===== config.mk =====
export PLATFORM = sky130hd
export DESIGN_NAME = uart_rx_flat
export DESIGN_NICKNAME = d
export VERILOG_FILES = /design/src/rtl/uart_pkg.sv /design/src/rtl/uart_rx_if.sv /design/src/rtl/uart_rx_sampler.sv /design/src/rtl/uart_rx.sv /design/src/flat_wrapper.sv
export SDC_FILE = /design/constraint.sdc
export NUM_CORES = 1
export LEC_CHECK = 0
export ABC_AREA = 1
export BUFFER_PORTS_ARGS = -buffer_cell sky130_fd_sc_hd__buf_4
export CORE_MARGIN = 8
export CORE_UTILIZATION = 45
export CTS_BUF_LIST = sky130_fd_sc_hd__clkbuf_8
export DETAILED_ROUTE_END_ITERATION = 6
export PLACE_DENSITY = 0.63
export SYNTH_ARGS = -nofsm -noshare
export SYNTH_HDL_FRONTEND = slang
export SYNTH_SLANG_ARGS = --single-unit
export TNS_END_PERCENT = 5

===== constraint.sdc =====
create_clock -name clk -period 5.7 [get_ports clk]
set_input_delay 0.855 -clock clk [delete_from_list [all_inputs] [get_ports clk]]
set_output_delay 0.855 -clock clk [all_outputs]
set_load 0.01 [all_outputs]

===== src/rtl/uart_pkg.sv =====
// Shared types and constants for the UART receive path.
package uart_pkg;

  typedef enum logic [2:0] {IDLE, START, DATA, PARITY, STOP} rx_state_e;

  typedef enum logic {PAR_EVEN = 1'b0, PAR_ODD = 1'b1} par_typ_e;

  localparam int PRESCALE_8  = 8;
  localparam int PRESCALE_16 = 16;
  localparam int PRESCALE_32 = 32;

endpackage


===== src/rtl/uart_rx_if.sv =====
// Parallel-side and line-side signals of the UART receiver.
interface uart_rx_if #(
  parameter int DATA_WIDTH = 8,
  parameter int PRESCALE_W = 6
);
  logic                  RX_IN;
  logic                  PAR_EN;
  logic                  PAR_TYP;
  logic [PRESCALE_W-1:0] Prescale;
  logic [DATA_WIDTH-1:0] P_DATA;
  logic                  DATA_VALID;
  logic                  PAR_ERR;
  logic                  STP_ERR;
  logic                  RX_BUSY;

  modport master (
    output RX_IN, PAR_EN, PAR_TYP, Prescale,
    input  P_DATA, DATA_VALID, PAR_ERR, STP_ERR, RX_BUSY
  );

  modport slave (
    input  RX_IN, PAR_EN, PAR_TYP, Prescale,
    output P_DATA, DATA_VALID, PAR_ERR, STP_ERR, RX_BUSY
  );
endinterface


===== src/rtl/uart_rx_sampler.sv =====
// Line synchronizer, per-bit edge counter and 3-sample majority vote.
module uart_rx_sampler #(
  parameter int SYNC_STAGES = 2,
  parameter int PRESCALE_W  = 6
) (
  input  logic                  clk,
  input  logic                  reset,
  input  logic                  rx_raw,
  input  logic                  count_en,
  input  logic [PRESCALE_W-1:0] prescale,
  output logic                  fall,
  output logic                  bit_val,
  output logic                  resolve,
  output logic                  wrap
);

  logic [SYNC_STAGES-1:0] sync;
  logic                   rx;
  logic                   rx_prev;
  logic                   s0;
  logic                   s1;
  logic [PRESCALE_W-1:0]  edge_cnt;
  logic [PRESCALE_W-1:0]  half;

  assign half    = prescale >> 1;
  assign rx      = sync[SYNC_STAGES-1];
  assign fall    = rx_prev & ~rx;
  assign wrap    = (edge_cnt == prescale - 1'b1);
  assign resolve = (edge_cnt == half + 1'b1);
  // third vote is the live sample on the resolve cycle
  assign bit_val = (s0 & s1) | (s0 & rx) | (s1 & rx);

  always_ff @(posedge clk or negedge reset) begin
    if (!reset) begin
      sync     <= '1;
      rx_prev  <= 1'b1;
      s0       <= 1'b1;
      s1       <= 1'b1;
      edge_cnt <= '0;
    end else begin
      sync     <= SYNC_STAGES'({sync, rx_raw});
      rx_prev  <= rx;
      edge_cnt <= (count_en && !wrap) ? edge_cnt + 1'b1 : '0;
      if (edge_cnt == half - 1'b1) s0 <= rx;
      if (edge_cnt == half)        s1 <= rx;
    end
  end

endmodule


===== src/rtl/uart_rx.sv =====
// UART receiver: frame FSM, data shifter and parity/stop checking.
//   state  | meaning
//   IDLE   | waiting for a falling edge on the synchronized line
//   START  | validating the start bit (glitch filter)
//   DATA   | shifting in data bits, LSB first
//   PARITY | checking the optional parity bit
//   STOP   | sampling the stop bit, then issuing the result
module uart_rx
  import uart_pkg::*;
#(
  parameter int DATA_WIDTH  = 8,
  parameter int SYNC_STAGES = 2,
  parameter int PRESCALE_W  = 6
) (
  input logic      clk,
  input logic      reset,
  uart_rx_if.slave bus
);

  localparam int BIT_W = $clog2(DATA_WIDTH + 3);

  rx_state_e             state;
  logic [PRESCALE_W-1:0] cfg_p;
  logic [PRESCALE_W-1:0] p_legal;
  logic                  cfg_par_en;
  par_typ_e              cfg_par_typ;
  logic [BIT_W-1:0]      bit_cnt;
  logic [DATA_WIDTH-1:0] shreg;
  logic                  par_bad;
  logic                  fall;
  logic                  bit_val;
  logic                  resolve;
  logic                  wrap;
  logic                  start;
  logic                  leaving;
  logic                  count_en;

  assign p_legal = (bus.Prescale == PRESCALE_W'(PRESCALE_16) ||
                    bus.Prescale == PRESCALE_W'(PRESCALE_32)) ?
                   bus.Prescale : PRESCALE_W'(PRESCALE_8);

  assign start    = (state == IDLE) && fall;
  assign leaving  = resolve && ((state == STOP) || (state == START && bit_val));
  // counter restarts from 0 on every return to IDLE so a back-to-back edge lines up
  assign count_en = (state == IDLE) ? fall : !leaving;

  uart_rx_sampler #(
    .SYNC_STAGES (SYNC_STAGES),
    .PRESCALE_W  (PRESCALE_W)
  ) u_sampler (
    .clk      (clk),
    .reset    (reset),
    .rx_raw   (bus.RX_IN),
    .count_en (count_en),
    .prescale (cfg_p),
    .fall     (fall),
    .bit_val  (bit_val),
    .resolve  (resolve),
    .wrap     (wrap)
  );

  always_ff @(posedge clk or negedge reset) begin
    if (!reset) begin
      state          <= IDLE;
      cfg_p          <= PRESCALE_W'(PRESCALE_8);
      cfg_par_en     <= 1'b0;
      cfg_par_typ    <= PAR_EVEN;
      bit_cnt        <= '0;
      shreg          <= '0;
      par_bad        <= 1'b0;
      bus.P_DATA     <= '0;
      bus.DATA_VALID <= 1'b0;
      bus.PAR_ERR    <= 1'b0;
      bus.STP_ERR    <= 1'b0;
      bus.RX_BUSY    <= 1'b0;
    end else begin
      bus.DATA_VALID <= 1'b0;
      bus.PAR_ERR    <= 1'b0;
      bus.STP_ERR    <= 1'b0;
      bus.RX_BUSY    <= (state != IDLE) || start;
      if (wrap) bit_cnt <= bit_cnt + 1'b1;
      case (state)
        IDLE: begin
          if (fall) begin
            state       <= START;
            cfg_p       <= p_legal;
            cfg_par_en  <= bus.PAR_EN;
            cfg_par_typ <= par_typ_e'(bus.PAR_TYP);
            bit_cnt     <= '0;
            par_bad     <= 1'b0;
          end
        end
        START: begin
          if (resolve && bit_val) state <= IDLE;
          else if (wrap)          state <= DATA;
        end
        DATA: begin
          if (resolve) shreg <= {bit_val, shreg[DATA_WIDTH-1:1]};
          if (wrap && bit_cnt == BIT_W'(DATA_WIDTH))
            state <= cfg_par_en ? PARITY : STOP;
        end
        PARITY: begin
          if (resolve) par_bad <= bit_val ^ (^shreg) ^ (cfg_par_typ == PAR_ODD);
          if (wrap)    state   <= STOP;
        end
        STOP: begin
          if (resolve) begin
            bus.STP_ERR <= ~bit_val;
            bus.PAR_ERR <= par_bad;
            if (bit_val && !par_bad) begin
              bus.DATA_VALID <= 1'b1;
              bus.P_DATA     <= shreg;
            end
            state <= IDLE;
          end
        end
        default: state <= IDLE;
      endcase
    end
  end

endmodule


===== src/flat_wrapper.sv =====
// flat-port wrapper written by rule: the top's interface ports become plain ports
module uart_rx_flat import uart_pkg::*;
#(
  parameter int DATA_WIDTH  = 8,
  parameter int SYNC_STAGES = 2,
  parameter int PRESCALE_W  = 6
)
  (clk, reset, bus_RX_IN, bus_PAR_EN, bus_PAR_TYP, bus_Prescale, bus_P_DATA, bus_DATA_VALID, bus_PAR_ERR, bus_STP_ERR, bus_RX_BUSY);
  uart_rx_if #(.DATA_WIDTH(DATA_WIDTH), .PRESCALE_W(PRESCALE_W)) bus_i ();
  input logic clk;
  input logic reset;
  input wire logic [$bits(bus_i.RX_IN)-1:0] bus_RX_IN;
  input wire logic [$bits(bus_i.PAR_EN)-1:0] bus_PAR_EN;
  input wire logic [$bits(bus_i.PAR_TYP)-1:0] bus_PAR_TYP;
  input wire logic [$bits(bus_i.Prescale)-1:0] bus_Prescale;
  output wire logic [$bits(bus_i.P_DATA)-1:0] bus_P_DATA;
  output wire logic [$bits(bus_i.DATA_VALID)-1:0] bus_DATA_VALID;
  output wire logic [$bits(bus_i.PAR_ERR)-1:0] bus_PAR_ERR;
  output wire logic [$bits(bus_i.STP_ERR)-1:0] bus_STP_ERR;
  output wire logic [$bits(bus_i.RX_BUSY)-1:0] bus_RX_BUSY;
  assign bus_i.RX_IN = bus_RX_IN;
  assign bus_i.PAR_EN = bus_PAR_EN;
  assign bus_i.PAR_TYP = bus_PAR_TYP;
  assign bus_i.Prescale = bus_Prescale;
  assign bus_P_DATA = bus_i.P_DATA;
  assign bus_DATA_VALID = bus_i.DATA_VALID;
  assign bus_PAR_ERR = bus_i.PAR_ERR;
  assign bus_STP_ERR = bus_i.STP_ERR;
  assign bus_RX_BUSY = bus_i.RX_BUSY;
  uart_rx #(.DATA_WIDTH(DATA_WIDTH), .SYNC_STAGES(SYNC_STAGES), .PRESCALE_W(PRESCALE_W)) u_core (.clk(clk), .reset(reset), .bus(bus_i));
endmodule

==> flow_summary.json, run 1 <==
{
  "status": "finished clean",
  "synth_ff_type": "dfrtp_1",
  "drv_slew": 0,
  "cts.sinks": 47,
  "cts_setup_buffers": 0,
  "critPathArrivalTime_ps": 2280,
  "die_w_um": 92.1,
  "antenna_found_initial": 0,
  "cts_tree": "built",
  "ant_nets": 0,
  "fin_crit_ps": 2090,
  "slew_headroom_pct": 61.1,
  "cts_resized": 0,
  "total_leakage_power_uw": 0.00142,
  "fin_worst_skew_ps": 6.99,
  "cap_violations": 0,
  "synthAdderAreaFrac_pct": 3.36,
  "timing.rr.end": "u_core.bus.P_DATA[5]",
  "detail_route.wl_per_cell_um": 12.3,
  "synth_edf_count": 0,
  "cp_data_required_time_ps": 5890,
  "wl_mm": 5.02,
  "peakVddDrop_mv": 0.194,
  "core_area_um2": 5540,
  "crit_path_start_kind": "flop",
  "hold_violations": 0,
  "crit_chain": "inv_1 > ha_1 > nand2_1 > inv_1 > nor2_1 > nor2_1 > nand2_1 > nor2_2 > nand2_4 > inv_4 > nand4_4 > nand2_1 > o21ai_2",
  "syn_to_final_growth_pct": 11.9,
  "finalSetupViolCount": 0,
  "clkTransAtPathRegs_ps": 90,
  "yosysTopAreaCell": "dfrtp_1",
  "gp_congestion": 0.828,
  "cpMaxStageDelayCell": "dfrtp_1",
  "timing.critical_path.to_type": "flop",
  "worst-r2r-setup-slack_ps": 3610,
  "path_class": "flop to flop",
  "vias": 1993,
  "antenna_cells": 0,
  "numPortBuffers": 22,
  "syn_nets": 330,
  "fill_cells": 538,
  "path_common_cell": "nand2_1",
  "synth_simple_gate_area_share_pct": 25.9,
  "dp_hpwl_mm": 3.84,
  "timing.rr.start": "u_core.cfg_p[2]",
  "yosysWarningCount": 0,
  "place_inst": 401,
  "period_share_pct": 36.7,
  "die_area_um2": 8490,
  "insertion_delay_ps": 300,
  "final.setup.tns_ps": 0,
  "reg2regPathDepth": 13,
  "synth_compound_area_share_pct": 9.93,
  "grt_max_degree": 48,
  "yosys.area_share.xor_xnor_pct": 7.72,
  "grt_pass1_vias": 1997,
  "min_path_type": "flop to flop",
  "synth.cell_area_um2": 2610,
  "cts_htree_levels": 2,
  "grt_pass1_wl_mm": 8.87,
  "power_per_cell_area_nw_per_um2": 342,
  "dr.pass1.iters": 4,
  "overflow": 0,
  "hp-start": "u_core.u_sampler.sync[0]",
  "ctsLongestPathBuffers": 2,
  "netlist_top_cells_area": "dfrtp_1, nand2_1, dfstp_2",
  "rsz0062_at_grt": "false",
  "ys_ff_latch": 47,
  "synth_common_cells": "nand2_1, dfrtp_1, inv_1, nor2_1",
  "initial_core_util_pct": 47.1,
  "drive_above_1_share_pct": 19.9,
  "rows": 27,
  "synth_top_family_by_area": "simple AND/OR/NAND/NOR gates",
  "ios": 23,
  "syn_inst": 312,
  "ys_types": 37,
  "fmax_mhz": 478,
  "muxShareOfSynthArea_pct": 0,
  "postSynthAreaPerCell_um2": 8.36,
  "cts_hold_buf": 0,
  "synth_top_area_share_pct": 39.3,
  "numCtsBuffers": 5,
  "critPathMaxFanout": 15,
  "nets": 354,
  "whs_path_depth": 0,
  "drt_first_iter_violations": 57,
  "postSynth.asyncResetShare_pct": 100,
  "yosysSeqAreaShare_pct": 45.4,
  "drt-vias-per-instance": 4.87,
  "grt_usage_pct": 12.7,
  "max_stage_delay_ps": 430,
  "drc": 0,
  "worst_slew_pin_slew_ps": 584,
  "yosysMostFrequentCell": "nand2_1",
  "layout.cells.non_filler": 409,
  "cts_root_buf": "clkbuf_8",
  "die_h_um": 92.1,
  "fin_util_pct": 52.7,
  "hold_end": "u_core.u_sampler.sync[1]"
}
-- cells in the final DEF (no fill, tap or decap), drive strengths merged --
cell / n
nand2: 87
inv: 42
dfrtp: 41
nor2: 30
o21ai: 26
buf: 22
nand3: 14
xnor2: 12
xor2: 11
a21oi: 9
ha: 7
nand4: 7
clkbuf: 6
dfstp: 6
nor3: 5
o22ai: 2
or2: 1
a21o: 1
nand3b: 1
a21boi: 1
nor4: 1
o211ai: 1
o21a: 1
o21bai: 1
clkinv: 1
clkinvlp: 1
-- critical path: cells and delay by family, from the launching register on --
kind / cells / cell delay [ps]
buf+inv: 3 / 280
compound gates: 1 / 60
fa+ha+maj: 1 / 310
flops: 1 / 430
simple gates: 8 / 920
-- cells by family (layout without fill, tap and decap cells) --
group                    Yosys count  in the layout
AO/OA/AOI/OAI                     42             42
XOR/XNOR                          23             23
adder cells (fa/ha/maj)            7              7
buffers and inverters             47             72
flip-flops                        47             47
AND/OR/NAND/NOR                  146            146
-- how the worst max path moves through the flow --
stage	startpoint	to	slack, ps	cells past startpoint
after floorplan	u_core.cfg_p[2]	u_core.bus.P_DATA[6]	3850	14
after global placement	u_core.cfg_p[2]	u_core.bus.P_DATA[1]	3670	13
after detailed placement	u_core.cfg_p[2]	u_core.bus.P_DATA[5]	3600	13
after CTS	u_core.cfg_p[2]	u_core.bus.P_DATA[5]	3580	13
after global routing	u_core.cfg_p[2]	u_core.state[1]	3340	15
final	u_core.cfg_p[2]	u_core.bus.P_DATA[5]	3610	13
-- flip-flops by register name, summed over array words and instances, names as in the netlist --
signal / count
u_core.bus.P_DATA: 8
u_core.shreg: 8
u_core.cfg_p: 6
u_core.u_sampler.edge_cnt: 6
u_core.bit_cnt: 4
u_core.state: 3
u_core.u_sampler.sync: 2
u_core.bus.DATA_VALID: 1
u_core.bus.PAR_ERR: 1
u_core.bus.RX_BUSY: 1
u_core.bus.STP_ERR: 1
u_core.cfg_par_en: 1
u_core.cfg_par_typ: 1
u_core.par_bad: 1
u_core.u_sampler.rx_prev: 1
u_core.u_sampler.s0: 1
u_core.u_sampler.s1: 1
-- power by group --
part / switching [µW] / leakage [µW] / total [µW] / internal [µW]
logic: 214 / 0.000756 / 340 / 126
clock network: 113 / 0.0000474 / 212 / 99.0
registers: 58.0 / 0.000621 / 447 / 389
-- area by class of cell --
cell class | instances | area, µm² | area share, %
Clock buffer | 6 | 82.6 | 2.83
Clock inverter | 2 | 16.3 | 0.557
Inverter | 42 | 160 | 5.48
Multi-Input combinational cell | 218 | 1220 | 41.9
Sequential cell | 47 | 1180 | 40.5
Tap cell | 72 | 90.1 | 3.08
Timing Repair Buffer | 22 | 165 | 5.66
-- routing by layer --
| metal | routed length (µm) | global-route usage, % | share of wire (%) |
|---|---|---|---|
| met5 | 0 | 0 | 0 |
| met4 | 86 | 5.37 | 1.7 |
| met3 | 191 | 3.59 | 3.8 |
| met2 | 2440 | 21.6 | 49 |
| met1 | 2300 | 14.7 | 46 |
-- metrics by stage --
step / hold WS, ps / cell area (µm²) / total power, µW / worst slack [ps]
after floorplan: 345 / 2610 / 712 / 3850
after global placement: 347 / 2820 / 790 / 3670
after detailed placement: 353 / 2820 / 796 / 3600
after CTS: 366 / 2920 / 1010 / 3580
after global routing: 367 / 2920 / 1090 / 3340
final: 364 / 2920 / 998 / 3610
(Power assumes the default switching activity.)
==> run 2: changes to the inputs <==
Clock period 5.7 ns to 2.2 ns, I/O delays scaled along.
==> flow_summary.json, run 2 (same netlist as run 1, synthesis figures left out) <==
{
  "overflow": 0,
  "vias": 2005,
  "gp_congestion": 0.821,
  "peakVddDrop_mv": 0.506,
  "fin_worst_skew_ps": 6.65,
  "pre_cts_slack_ps": 102,
  "period_share_pct": 89.7,
  "crit_path_start_kind": "flop",
  "ctsLongestPathBuffers": 2,
  "core_area_um2": 5540,
  "cts_root_buf": "clkbuf_8",
  "hold_violations": 0,
  "syn_to_final_growth_pct": 13.1,
  "pwr-share-clk_pct": 19.9,
  "grt_usage_pct": 13.0,
  "wl_mm": 5.01,
  "die_w_um": 92.1,
  "die_area_um2": 8490,
  "finalSetupViolCount": 0,
  "rows": 27,
  "p_comb_share_pct": 35.8,
  "cts_tree": "built",
  "ant_nets": 0,
  "dr.pass1.iters": 4,
  "timing.critical_path.to_type": "flop",
  "insertion_delay_ps": 300,
  "p_seq_share_pct": 44.2,
  "grt_max_degree": 48,
  "final_common_cell": "nand2_1",
  "worst-r2r-setup-slack_ps": 230,
  "timing.rr.end": "u_core.state[0]",
  "drc": 0,
  "critPathMaxFanout": 6,
  "slew_headroom_pct": 60.8,
  "startpoint": "u_core.cfg_p[1]",
  "fmax_mhz": 507,
  "layout_common_cells": "nand2_1, dfrtp_1, inv_1",
  "detail_route.wl_per_cell_um": 12.2,
  "fin_ws_ps": 226,
  "antenna_cells": 0,
  "power.net_switching_uw": 1020,
  "status": "finished clean",
  "power_per_cell_area_nw_per_um2": 877,
  "cts.sinks": 47,
  "p_sw_share_pct": 39.2,
  "cap_violations": 0,
  "initial_core_util_pct": 47.1,
  "numPortBuffers": 22,
  "critPathArrivalTime_ps": 2170,
  "rsz0062_at_grt": "false",
  "cts_htree_levels": 2,
  "crit_path_end": "u_core.state[0]",
  "ios": 23,
  "cp_data_required_time_ps": 2400,
  "drt-vias-per-instance": 4.87,
  "grt_pass1_vias": 1993,
  "reg2regPathDepth": 14,
  "path_class": "flop to flop",
  "internal-power_uw": 1570,
  "drv_slew": 0,
  "final.setup.tns_ps": 0,
  "nets": 357,
  "dp_hpwl_mm": 3.92,
  "total_leakage_power_uw": 0.00144,
  "drt_first_iter_violations": 76,
  "drive_above_1_share_pct": 21.2,
  "layout.cells.non_filler": 412,
  "grt_pass1_wl_mm": 9.04,
  "place_inst": 403,
  "worst_slew_pin_slew_ps": 588,
  "numCtsBuffers": 5,
  "antenna_found_initial": 0,
  "clkTransAtPathRegs_ps": 80,
  "timing.rr.start": "u_core.cfg_p[1]",
  "min_path_type": "primary input to asynchronous set/reset pin",
  "fin_crit_ps": 1970,
  "die_h_um": 92.1,
  "reg.largest.list": "u_core.bus.P_DATA (8), u_core.shreg (8)"
}
[run 2: cell type report]
cell class / instances / area, µm²
Fill cell: 533 / 2590
Multi-Input combinational cell: 218 / 1230
Sequential cell: 47 / 1180
Timing Repair Buffer: 25 / 200
Inverter: 42 / 160
Tap cell: 72 / 90.1
Clock buffer: 5 / 68.8
Clock inverter: 3 / 20.0
[run 2: per-stage QoR]
stage	power, µW	instance area [µm²]	utilization, %	hold WS (ps)
floorplan	1840	2610	-	34.4
global placement	2070	2840	51.2	348
detailed placement	2090	2840	51.2	349
CTS	2610	2930	52.8	45.3
global route	2820	2950	53.3	65.5
finish	2590	2950	53.3	15.0
[run 2: worst max-delay path: stages (launching register included)]
cell     delay, ps
dfrtp_1        420
inv_2           90
ha_1           310
nor2_1          90
nor2_1          60
nor2_1         100
nand2_1         90
nor2_4         120
nand3_1        120
nand2_1        100
nand2_1         50
nand2_1        110
nand2_1         90
nand2_1         70
nand2_1         50
[run 2: repair_timing]
item | CTS | global route
endpoints found under the setup margin | 0 | 14
endpoints found under the hold margin | 0 | 0
resized for setup | 0 | 3
hold buffers | 0 | 0
setup buffers | 0 | 1
[run 2: routing by layer]
| metal | track usage [%] | wire length [µm] | vias to the layer above |
|---|---|---|---|
| met1 | 16.1 | 2310 | 927 |
| li1 | - | - | 1040 |
| met4 | 4.83 | 60 | 0 |
| met5 | 0 | 0 | - |
| met3 | 2.93 | 201 | 6 |
| met2 | 21.6 | 2430 | 32 |
[run 2: worst min path at each step]
stage                                   from                      endpoint  slack, ps  depth (start not counted)
detailed placement  u_core.u_sampler.sync[0]      u_core.u_sampler.sync[1]        350                          0
global placement    u_core.u_sampler.sync[0]      u_core.u_sampler.sync[1]        350                          0
finish                                 reset  u_core.u_sampler.edge_cnt[0]         10                          1
CTS                                    reset               u_core.cfg_p[4]         50                          1
floorplan                              reset             u_core.bit_cnt[0]         30                          0
global route                           reset               u_core.cfg_p[4]         70                          1
[run 2: power by group through the flow]
stage	sequential (µW)	combinational [µW]	clock, µW
final	1140	928	516
after floorplan	1130	713	0
after global placement	1160	909	0
after CTS	1150	930	537
after global routing	1170	1070	577
after detailed placement	1160	924	0
==> run 3: changes to the inputs <==
Settings changed: RECOVER_POWER set to 50.
==> flow_summary.json, run 3 (same netlist as run 1, synthesis figures left out) <==
{
  "layout_common_cells": "nand2_1, dfrtp_1, inv_1",
  "status": "finished clean",
  "timing.critical_path.to_type": "flop",
  "grt_usage_pct": 13.0,
  "antenna_found_initial": 0,
  "numPortBuffers": 22,
  "cts_hold_buf": 0,
  "ant_nets": 0,
  "layout.cells.non_filler": 412,
  "worst_slew_pin_slew_ps": 1140,
  "power_per_cell_area_nw_per_um2": 878,
  "final_common_cell": "nand2_1",
  "grt_pass1_vias": 1993,
  "crit_path_start_kind": "flop",
  "fin_worst_skew_ps": 6.11,
  "dr.pass1.iters": 4,
  "cp_data_required_time_ps": 2390,
  "finalSetupViolCount": 0,
  "initial_core_util_pct": 47.1,
  "detail_route.wl_per_cell_um": 12.2,
  "rows": 27,
  "drt-vias-per-instance": 4.88,
  "cts_tree": "built",
  "hold_violations": 0,
  "numCtsBuffers": 5,
  "internal-power_uw": 1570,
  "period_share_pct": 89.8,
  "pwr-share-clk_pct": 19.9,
  "grt_max_degree": 48,
  "ctsLongestPathBuffers": 2,
  "reg.largest.list": "u_core.bus.P_DATA (8), u_core.shreg (8)",
  "place_inst": 403,
  "die_h_um": 92.1,
  "total_leakage_power_uw": 0.00142,
  "die_w_um": 92.1,
  "clkTransAtPathRegs_ps": 90,
  "rsz0062_at_grt": "false",
  "path_class": "flop to flop",
  "fmax_mhz": 506,
  "power.net_switching_uw": 1020,
  "cts_htree_levels": 2,
  "fin_crit_ps": 1980,
  "insertion_delay_ps": 300,
  "p_sw_share_pct": 39.3,
  "drt_first_iter_violations": 76,
  "p_seq_share_pct": 44.4,
  "vias": 2010,
  "gp_congestion": 0.821,
  "wl_mm": 5.02,
  "critPathMaxFanout": 6,
  "die_area_um2": 8490,
  "drc": 0,
  "peakVddDrop_mv": 0.509,
  "fill_cells": 530,
  "critPathArrivalTime_ps": 2170,
  "core_area_um2": 5540,
  "drive_above_1_share_pct": 20.0,
  "antenna_cells": 0,
  "total_power_uw": 2580,
  "final.setup.tns_ps": 0,
  "cap_violations": 0,
  "min_path_type": "primary input to flop",
  "syn_to_final_growth_pct": 12.6,
  "overflow": 0,
  "drv_slew": 0,
  "slew_headroom_pct": 23.8,
  "nets": 357,
  "cts_root_buf": "clkbuf_8",
  "ios": 23,
  "p_comb_share_pct": 35.7,
  "grt_pass1_wl_mm": 9.04,
  "cts.sinks": 47,
  "dp_hpwl_mm": 3.92
}
-- run 3: area by class of cell --
| type | count | area [µm²] | share of cell area [%] |
|---|---|---|---|
| inverter | 42 | 160 | 5.45 |
| clock inverter | 3 | 20.0 | 0.681 |
| tap | 72 | 90.1 | 3.07 |
| clock buffer | 5 | 68.8 | 2.34 |
| sequential | 47 | 1180 | 40.3 |
| multi-input combinational | 218 | 1230 | 41.8 |
| timing repair buffer | 25 | 186 | 6.35 |
-- run 3: critical path, cell delays in order, from the launching register on --
cell and delay (ps):
dfrtp_1 420, inv_2 90, ha_1 310, nor2_1 90, nor2_1 60, nor2_1 100, nand2_1 100, nor2_4 120
nand3_1 120, nand2_1 100, nand2_1 50, nand2_1 110, nand2_1 90, nand2_1 70, nand2_1 50
-- run 3: final timing paths --
kind | from | to | slack [ps] | depth (start not counted)
worst max-delay path | u_core.cfg_p[1] | u_core.state[0] | 220 | 14
worst min-delay path | bus_RX_IN | u_core.u_sampler.sync[0] | 130 | 1
worst max register to register | u_core.cfg_p[1] | u_core.state[0] | 220 | 14
worst min register to register | u_core.u_sampler.sync[0] | u_core.u_sampler.sync[1] | 370 | 0
max in group asynchronous | reset | u_core.cfg_p[2] | 1210 | 1
min in group asynchronous | reset | u_core.u_sampler.edge_cnt[0] | 230 | 1
-- run 3: per-stage QoR --
step / setup slack, ps / hold WS [ps] / cell area (µm²) / utilization [%]
2_1_floorplan: 353 / 34.4 / 2610 / -
3_3_place_gp: 174 / 348 / 2840 / 51.2
3_5_place_dp: 102 / 349 / 2840 / 51.2
4_1_cts: 80.2 / 45.3 / 2930 / 52.8
5_1_grt: 16.2 / 102 / 2940 / 53.0
6_report: 223 / 128 / 2940 / 53.0
-- run 3: power groups by stage --
| stage | registers, µW | logic, µW | clock network [µW] |
|---|---|---|---|
| after global routing | 1170 | 1070 | 577 |
| after global placement | 1160 | 909 | 0 |
| final | 1150 | 921 | 515 |
| after detailed placement | 1160 | 924 | 0 |
| after CTS | 1150 | 930 | 537 |
| after floorplan | 1130 | 713 | 0 |
-- run 3: what timing repair did --
action	4_1_cts	5_1_grt
setup buffers	0	1
gates resized for setup	0	3
endpoints found under the setup margin	0	14
-- run 3: layer usage --
layer | vias up | GRT usage (%) | share of wire [%]
met5 | - | 0 | 0
met3 | 4 | 2.93 | 4.2
met1 | 933 | 16.1 | 46
met4 | 0 | 4.83 | 0.68
li1 | 1039 | - | -
met2 | 34 | 21.6 | 49
